## src/rtl/mul_float_param.sv

```systemverilog
// mul_float_param -- parametrised IEEE-754-style binary floating-point multiplier.
//
// Pipeline: operand register -> S1 unpack/multiply -> S2 normalise/round ->
// S3 special-case/pack (output register). Accepted at edge N, result valid
// after edge N+3. Valid/busy handshake; a stalled output freezes every stage.
// Subnormal inputs are read as signed zero and tiny results flush to zero.
//
// Ports:
//   iCLOCK        rising-edge clock
//   inRESET       asynchronous active-low reset
//   iRESET_SYNC   synchronous active-high clear
//   iDATA_REQ     operands valid
//   oDATA_BUSY    pipeline stalled, operands not taken
//   iDATA_A/B     operands, W = 1+EXP_W+FRACT_W bits
//   iDATA_RM      rounding mode: 00 RNE, 01 RTZ, 10 RDN, 11 RUP
//   oDATA_VALID   result valid
//   iDATA_BUSY    downstream cannot accept
//   oDATA         product
//   oDATA_FLAGS   {NV, OF, UF, NX}
module mul_float_param #(
  parameter int EXP_W   = 8,
  parameter int FRACT_W = 23
) (
  input  logic                   iCLOCK,
  input  logic                   inRESET,
  input  logic                   iRESET_SYNC,
  input  logic                   iDATA_REQ,
  output logic                   oDATA_BUSY,
  input  logic [EXP_W+FRACT_W:0] iDATA_A,
  input  logic [EXP_W+FRACT_W:0] iDATA_B,
  input  logic [1:0]             iDATA_RM,
  output logic                   oDATA_VALID,
  input  logic                   iDATA_BUSY,
  output logic [EXP_W+FRACT_W:0] oDATA,
  output logic [3:0]             oDATA_FLAGS
);

  localparam int W  = 1 + EXP_W + FRACT_W;
  localparam int M  = FRACT_W + 1;        // significand width incl. hidden bit
  localparam int P  = 2 * M;              // full product width
  localparam int XW = EXP_W + 2;          // signed working exponent width

  localparam logic [1:0] RM_RNE = 2'b00;
  localparam logic [1:0] RM_RTZ = 2'b01;
  localparam logic [1:0] RM_RDN = 2'b10;

  localparam logic signed [XW-1:0] BIAS    = {3'b000, {(EXP_W-1){1'b1}}};
  localparam logic signed [XW-1:0] EXP_TOP = {2'b00, {EXP_W{1'b1}}};
  localparam logic signed [XW-1:0] EXP_ONE = {{(XW-1){1'b0}}, 1'b1};

  // Class bits forwarded to S3: [3] any NaN, [2] any sNaN, [1] any inf, [0] any zero.
  logic                 stall, adv;

  logic                 v0_reg, v1_reg, v2_reg, v3_reg;
  logic [W-1:0]         a0_reg, b0_reg;
  logic [1:0]           rm0_reg, rm1_reg, rm2_reg;
  logic                 sign1_reg, sign2_reg;
  logic [P-1:0]         prod1_reg;
  logic signed [XW-1:0] exp1_reg, exp2_reg;
  logic [3:0]           cls1_reg, cls2_reg;
  logic [FRACT_W-1:0]   fract2_reg;
  logic                 nx2_reg;
  logic [W-1:0]         data3_reg;
  logic [3:0]           flags3_reg;

  logic                 sign1_next;
  logic [P-1:0]         prod1_next;
  logic signed [XW-1:0] exp1_next, exp2_next;
  logic [3:0]           cls1_next;
  logic [FRACT_W-1:0]   fract2_next;
  logic                 nx2_next;
  logic [W-1:0]         data3_next;
  logic [3:0]           flags3_next;

  assign stall       = v3_reg & iDATA_BUSY;
  assign adv         = ~stall;
  assign oDATA_BUSY  = stall;
  assign oDATA_VALID = v3_reg;
  assign oDATA       = data3_reg;
  assign oDATA_FLAGS = flags3_reg;

  // S1: unpack and multiply significands
  logic [EXP_W-1:0]   ea, eb;
  logic [FRACT_W-1:0] fa, fb;
  logic               a_zero, a_inf, a_nan, a_snan, b_zero, b_inf, b_nan, b_snan;

  always_comb begin
    ea     = a0_reg[FRACT_W +: EXP_W];
    eb     = b0_reg[FRACT_W +: EXP_W];
    fa     = a0_reg[FRACT_W-1:0];
    fb     = b0_reg[FRACT_W-1:0];
    // exp==0 covers subnormals too, so they behave as zero
    a_zero = (ea == '0);
    b_zero = (eb == '0);
    a_inf  = (&ea) & (fa == '0);
    b_inf  = (&eb) & (fb == '0);
    a_nan  = (&ea) & (fa != '0);
    b_nan  = (&eb) & (fb != '0);
    a_snan = a_nan & ~fa[FRACT_W-1];
    b_snan = b_nan & ~fb[FRACT_W-1];
    sign1_next = a0_reg[W-1] ^ b0_reg[W-1];
    prod1_next = {{M{1'b0}}, 1'b1, fa} * {{M{1'b0}}, 1'b1, fb};
    exp1_next  = $signed({2'b00, ea}) + $signed({2'b00, eb}) - BIAS;
    cls1_next  = {a_nan | b_nan, a_snan | b_snan, a_inf | b_inf, a_zero | b_zero};
  end

  // S2: normalise to 1.x and round
  logic [P-1:0]         norm;
  logic signed [XW-1:0] exp_n;
  logic [M-1:0]         kept;
  logic                 guard, sticky, inc;
  logic [M:0]           rounded;

  always_comb begin
    norm   = prod1_reg[P-1] ? prod1_reg : {prod1_reg[P-2:0], 1'b0};
    exp_n  = prod1_reg[P-1] ? exp1_reg + EXP_ONE : exp1_reg;
    kept   = norm[P-1 -: M];
    guard  = norm[FRACT_W];
    sticky = |norm[FRACT_W-1:0];
    nx2_next = guard | sticky;
    case (rm1_reg)
      RM_RNE:  inc = guard & (sticky | kept[0]);
      RM_RTZ:  inc = 1'b0;
      RM_RDN:  inc = nx2_next & sign1_reg;
      default: inc = nx2_next & ~sign1_reg;
    endcase
    rounded = {1'b0, kept} + {{M{1'b0}}, inc};
    // carry out of the significand means 10.000..., renormalise once more
    if (rounded[M]) begin
      fract2_next = rounded[M-1:1];
      exp2_next   = exp_n + EXP_ONE;
    end else begin
      fract2_next = rounded[FRACT_W-1:0];
      exp2_next   = exp_n;
    end
  end

  // S3: special operands, range checks, pack
  logic         ovf_inf;
  logic [W-1:0] qnan, inf_res, zero_res, maxfin;

  always_comb begin
    qnan     = {1'b0, {EXP_W{1'b1}}, 1'b1, {(FRACT_W-1){1'b0}}};
    inf_res  = {sign2_reg, {EXP_W{1'b1}}, {FRACT_W{1'b0}}};
    zero_res = {sign2_reg, {(W-1){1'b0}}};
    maxfin   = {sign2_reg, {(EXP_W-1){1'b1}}, 1'b0, {FRACT_W{1'b1}}};
    // overflow saturates to inf only when rounding away from zero in the sign's direction
    ovf_inf  = (rm2_reg == RM_RNE) | ((rm2_reg == 2'b11) & ~sign2_reg) |
               ((rm2_reg == RM_RDN) & sign2_reg);
    data3_next  = {sign2_reg, exp2_reg[EXP_W-1:0], fract2_reg};
    flags3_next = {3'b000, nx2_reg};
    if (cls2_reg[3]) begin
      data3_next  = qnan;
      flags3_next = {cls2_reg[2], 3'b000};
    end else if (cls2_reg[1] & cls2_reg[0]) begin
      data3_next  = qnan;
      flags3_next = 4'b1000;
    end else if (cls2_reg[1]) begin
      data3_next  = inf_res;
      flags3_next = 4'b0000;
    end else if (cls2_reg[0]) begin
      data3_next  = zero_res;
      flags3_next = 4'b0000;
    end else if (exp2_reg >= EXP_TOP) begin
      data3_next  = ovf_inf ? inf_res : maxfin;
      flags3_next = 4'b0101;
    end else if (exp2_reg[XW-1] | (exp2_reg == '0)) begin
      data3_next  = zero_res;
      flags3_next = 4'b0011;
    end
  end

  // Stage registers; every stage freezes while the output is stalled.
  always_ff @(posedge iCLOCK or negedge inRESET) begin
    if (!inRESET) begin
      v0_reg <= 1'b0; a0_reg <= '0; b0_reg <= '0; rm0_reg <= '0;
      v1_reg <= 1'b0; sign1_reg <= 1'b0; prod1_reg <= '0; exp1_reg <= '0;
      rm1_reg <= '0; cls1_reg <= '0;
    end else if (iRESET_SYNC) begin
      v0_reg <= 1'b0; a0_reg <= '0; b0_reg <= '0; rm0_reg <= '0;
      v1_reg <= 1'b0; sign1_reg <= 1'b0; prod1_reg <= '0; exp1_reg <= '0;
      rm1_reg <= '0; cls1_reg <= '0;
    end else if (adv) begin
      v0_reg <= iDATA_REQ;
      if (iDATA_REQ) begin
        a0_reg  <= iDATA_A;
        b0_reg  <= iDATA_B;
        rm0_reg <= iDATA_RM;
      end
      v1_reg <= v0_reg;
      if (v0_reg) begin
        sign1_reg <= sign1_next;
        prod1_reg <= prod1_next;
        exp1_reg  <= exp1_next;
        rm1_reg   <= rm0_reg;
        cls1_reg  <= cls1_next;
      end
    end
  end

  always_ff @(posedge iCLOCK or negedge inRESET) begin
    if (!inRESET) begin
      v2_reg <= 1'b0; sign2_reg <= 1'b0; exp2_reg <= '0; fract2_reg <= '0;
      nx2_reg <= 1'b0; rm2_reg <= '0; cls2_reg <= '0;
      v3_reg <= 1'b0; data3_reg <= '0; flags3_reg <= '0;
    end else if (iRESET_SYNC) begin
      v2_reg <= 1'b0; sign2_reg <= 1'b0; exp2_reg <= '0; fract2_reg <= '0;
      nx2_reg <= 1'b0; rm2_reg <= '0; cls2_reg <= '0;
      v3_reg <= 1'b0; data3_reg <= '0; flags3_reg <= '0;
    end else if (adv) begin
      v2_reg <= v1_reg;
      if (v1_reg) begin
        sign2_reg  <= sign1_reg;
        exp2_reg   <= exp2_next;
        fract2_reg <= fract2_next;
        nx2_reg    <= nx2_next;
        rm2_reg    <= rm1_reg;
        cls2_reg   <= cls1_reg;
      end
      v3_reg <= v2_reg;
      if (v2_reg) begin
        data3_reg  <= data3_next;
        flags3_reg <= flags3_next;
      end
    end
  end

endmodule

```

## config.mk

```make
export PLATFORM = sky130hd
export DESIGN_NAME = mul_float_param
export DESIGN_NICKNAME = d
export VERILOG_FILES = /design/src/rtl/mul_float_param.sv
export SDC_FILE = /design/constraint.sdc
export NUM_CORES = 2
export LEC_CHECK = 0
export ABC_AREA = 1
export CAP_MARGIN = 0
export CELL_PAD_IN_SITES_DETAIL_PLACEMENT = 1
export CELL_PAD_IN_SITES_GLOBAL_PLACEMENT = 1
export CORE_UTILIZATION = 48
export CTS_CLUSTER_DIAMETER = 120
export DETAILED_ROUTE_END_ITERATION = 10
export PLACE_DENSITY_LB_ADDON = 0.15
export SLEW_MARGIN = 10
export SYNTH_ARGS = -nofsm -noshare
export SYNTH_HDL_FRONTEND = slang
export SYNTH_SLANG_ARGS = --single-unit
```

## constraint.sdc

```tcl
create_clock -name iCLOCK -period 6.6 [get_ports iCLOCK]
set_input_delay 1.65 -clock iCLOCK [delete_from_list [all_inputs] [get_ports iCLOCK]]
set_output_delay 1.65 -clock iCLOCK [all_outputs]
set_load 0.02 [all_outputs]
```

==> reports/qor.yml <==
status: "finished clean"
hold_buffers: 0
drt-total-wl_mm: 102
die_w_um: 253
ant_nets: 0
gp_congestion: 0.945
dpl.cell_count: 4926
post-route-drc-count: 0
dp_hpwl_mm: 83.6
synth-compound-area-share: 0.0744
fill_cells: 7820
cts.sinks: 212
async_flop_share: 1.00
num_rows: 91
final_core_util: 0.559
worst_path_max_delay_cell: "fa_2"
synth.top_cell.area_share: 0.320
start_util: 0.488
finalSetupViolations: 0
synth_top_family_by_area: "adder cells"
grt_max_degree: 117
rsz0062_at_grt: "true"
dr.first_iter.drc_count: 1622
whs_ns: 0.478
synth_most_common_cell: "inv_1"
cp_max_fo: 10
drtPass1Iterations: 5
cts_tree: "done"
critical-path-top-delay-family: "adder cells"
synth_edf_count: 0
synth_cell_type_count: 46
cp.required_ns: 7.01
cts_buffer_depth: 3
vdd_drop_max_uv: 279
grt_pass1_vias: 29437
ys.flop_type: "dfrtp_1"
nNetsFinal: 4879
h-tree-depth: 1
drv_slew: 0
synthesis.area_um2: 30200
syn_to_final_growth_pct: 14.5
slowest_delay_ns: 0.60
crit_arrival_ns: 6.86
grt_pass1_wl_mm: 162
worst_skew_pair.late_latency_ns: 0.59
cts-root-buf: "clkbuf_16"
grt.overflow.total: 0
portBuffers: 108
synthXorXnorAreaFrac: 0.00782
setup_ws_ns: 0.152
synthMuxAreaShare: 0
max_cap_violations: 0
antenna_found_initial: 0
synthAdderAreaFrac: 0.399
min_period_ns: 6.45
p_leak_nw: 19.3
vias_per_cell: 5.32
antenna_cells: 0
wire_per_inst_um: 20.4
final_hold_viol_count: 0
cp-start-kind: "register"
yosys_warnings: 0
multi_input_area_um2: 20200
critPathKind: "reg -> reg"
worstMarginPinSlew_ns: 1.16
period_share: 0.977
avgSynthCellArea_um2: 7.62
finalNonFillerCells: 4990
path_buf_inv: 10
yosys-top-cells-area: "fa_1 32%, dfrtp_1 18%, inv_1 14%"
largest_reg_flops: 48
clkSlewWorstSetupHoldPaths_ns: 0.06
cpMostUsedCell: "inv_1"
synth-seq-cells: 212
syn-num-nets: 4712
min_path_type: "reg -> reg"
synthSimpleGateAreaFrac: 0.182
fmax_ghz: 0.155
slew_headroom: 0.221
synth_top_cell_by_area: "fa_1"
die_area_um2: 64000
end_kind: "register"
fin_skew_ns: 0.0478
synth_cells: 3966
layout-drive-gt1-share: 0.0804
die_h_um: 253
core_um2: 61900
synth_seq_area_share: 0.175
seq_area_um2: 5340
numCtsBuffers: 28
synth_common_cells: "1122 x inv_1, 980 x nand2_1, 483 x fa_1, 249 x o21ai_0, 212 x dfrtp_1"
ios: 109
cellPowerDensity_nw_per_um2: 260
place_ws_ns: -0.0322
vias: 26537
grtUsageTotal: 0.328
==> worst min-delay path: cells and delay by family (launching register included) <==
family | cells | cell delay [ns]
AOI/OAI and AO/OA | 1 | 0.05
DFF | 1 | 0.34
and+or+nand+nor | 1 | 0.05
==> cell usage in the layout, fill, tap and decap left out, types with 4 or more instances in the layout <==
master / synthesis / final
nand2_1: 980 / 975
nand4_1: 32 / 32
clkbuf_8: 0 / 6
clkdlybuf4s50_1: 0 / 107
dfrtp_1: 212 / 185
buf_12: 0 / 21
bufinv_16: 0 / 5
a21oi_1: 95 / 86
o21ai_1: 5 / 14
a22o_1: 7 / 7
nor2_2: 6 / 20
nand2_2: 7 / 12
o22ai_1: 29 / 29
nand3_1: 146 / 145
clkbuf_16: 0 / 29
o21bai_1: 7 / 7
a21oi_2: 0 / 9
xor2_1: 18 / 18
o21a_1: 8 / 8
nor4_1: 15 / 14
ha_1: 192 / 188
o21ai_2: 2 / 4
buf_6: 5 / 4
o21ai_0: 249 / 238
nor2_1: 126 / 110
ha_2: 0 / 4
inv_2: 4 / 6
buf_4: 1 / 163
inv_1: 1122 / 1120
fa_1: 483 / 480
nor2_4: 2 / 4
dfrtp_2: 0 / 26
nor3_1: 12 / 12
xnor2_1: 9 / 9
o211ai_1: 4 / 4
nand3b_1: 10 / 10
==> report_power, final <==
part	switching (mW)	internal [mW]
logic	3.62	2.11
registers	0.128	1.41
clock network	0.663	1.06
total	4.41	4.59
==> worst paths after layout <==
kind                            startpoint             to  slack, ns  cells after the start
worst max register to register  a0_reg[17]  prod1_reg[18]       0.15                     26
worst min register to register   oDATA[18]      oDATA[18]       0.48                      2
worst min-delay path             oDATA[18]      oDATA[18]       0.48                      2
worst max-delay path            a0_reg[17]  prod1_reg[18]       0.15                     26
max in group asynchronous          inRESET     a0_reg[20]       4.33                      2
min in group asynchronous          inRESET       oDATA[9]       1.13                      1
==> per-stage QoR <==
step / setup TNS, ns / total power, mW / instance area [um^2]
finish: 0 / 9.00 / 34600
global route: -0.363 / 9.67 / 34600
CTS: -0.00214 / 8.79 / 34300
detailed placement: -0.0322 / 7.01 / 33300
global placement: 0 / 6.82 / 33300
floorplan: 0 / 4.70 / 30200
==> logic make-up after synthesis <==
group                      Yosys count
xor gates and xnor gates            27
buffers and inverters             1288
adders and majority gates          675
AOI/OAI and AO/OA                  418
and+or+nand+nor                   1346
DFF                                212
==> layer usage <==
layer | vias to the layer above | wire length [um] | track usage
li1 | 11955 | - | -
met2 | 748 | 51700 | 0.575
met1 | 13563 | 40200 | 0.401
met3 | 271 | 4330 | 0.0268
met4 | 0 | 5870 | 0.179
met5 | - | 0 | 0
==> layout make-up <==
type                    instances  area share
inverters                    1129       0.122
repair buffers                296      0.0801
multi-input cells            2466       0.583
flip-flops and latches        212       0.154
clock buffers                  36      0.0235
clock inverters                14     0.00618
well taps                     837      0.0302
==> repair_timing <==
| action | in CTS | in global routing |
|---|---|---|
| pin swaps | 0 | 3 |
| buffers inserted | 0 | 14 |
| setup endpoints to repair | 4 | 33 |
| resized for setup | 6 | 81 |
Power figures use the tool's default switching activity.
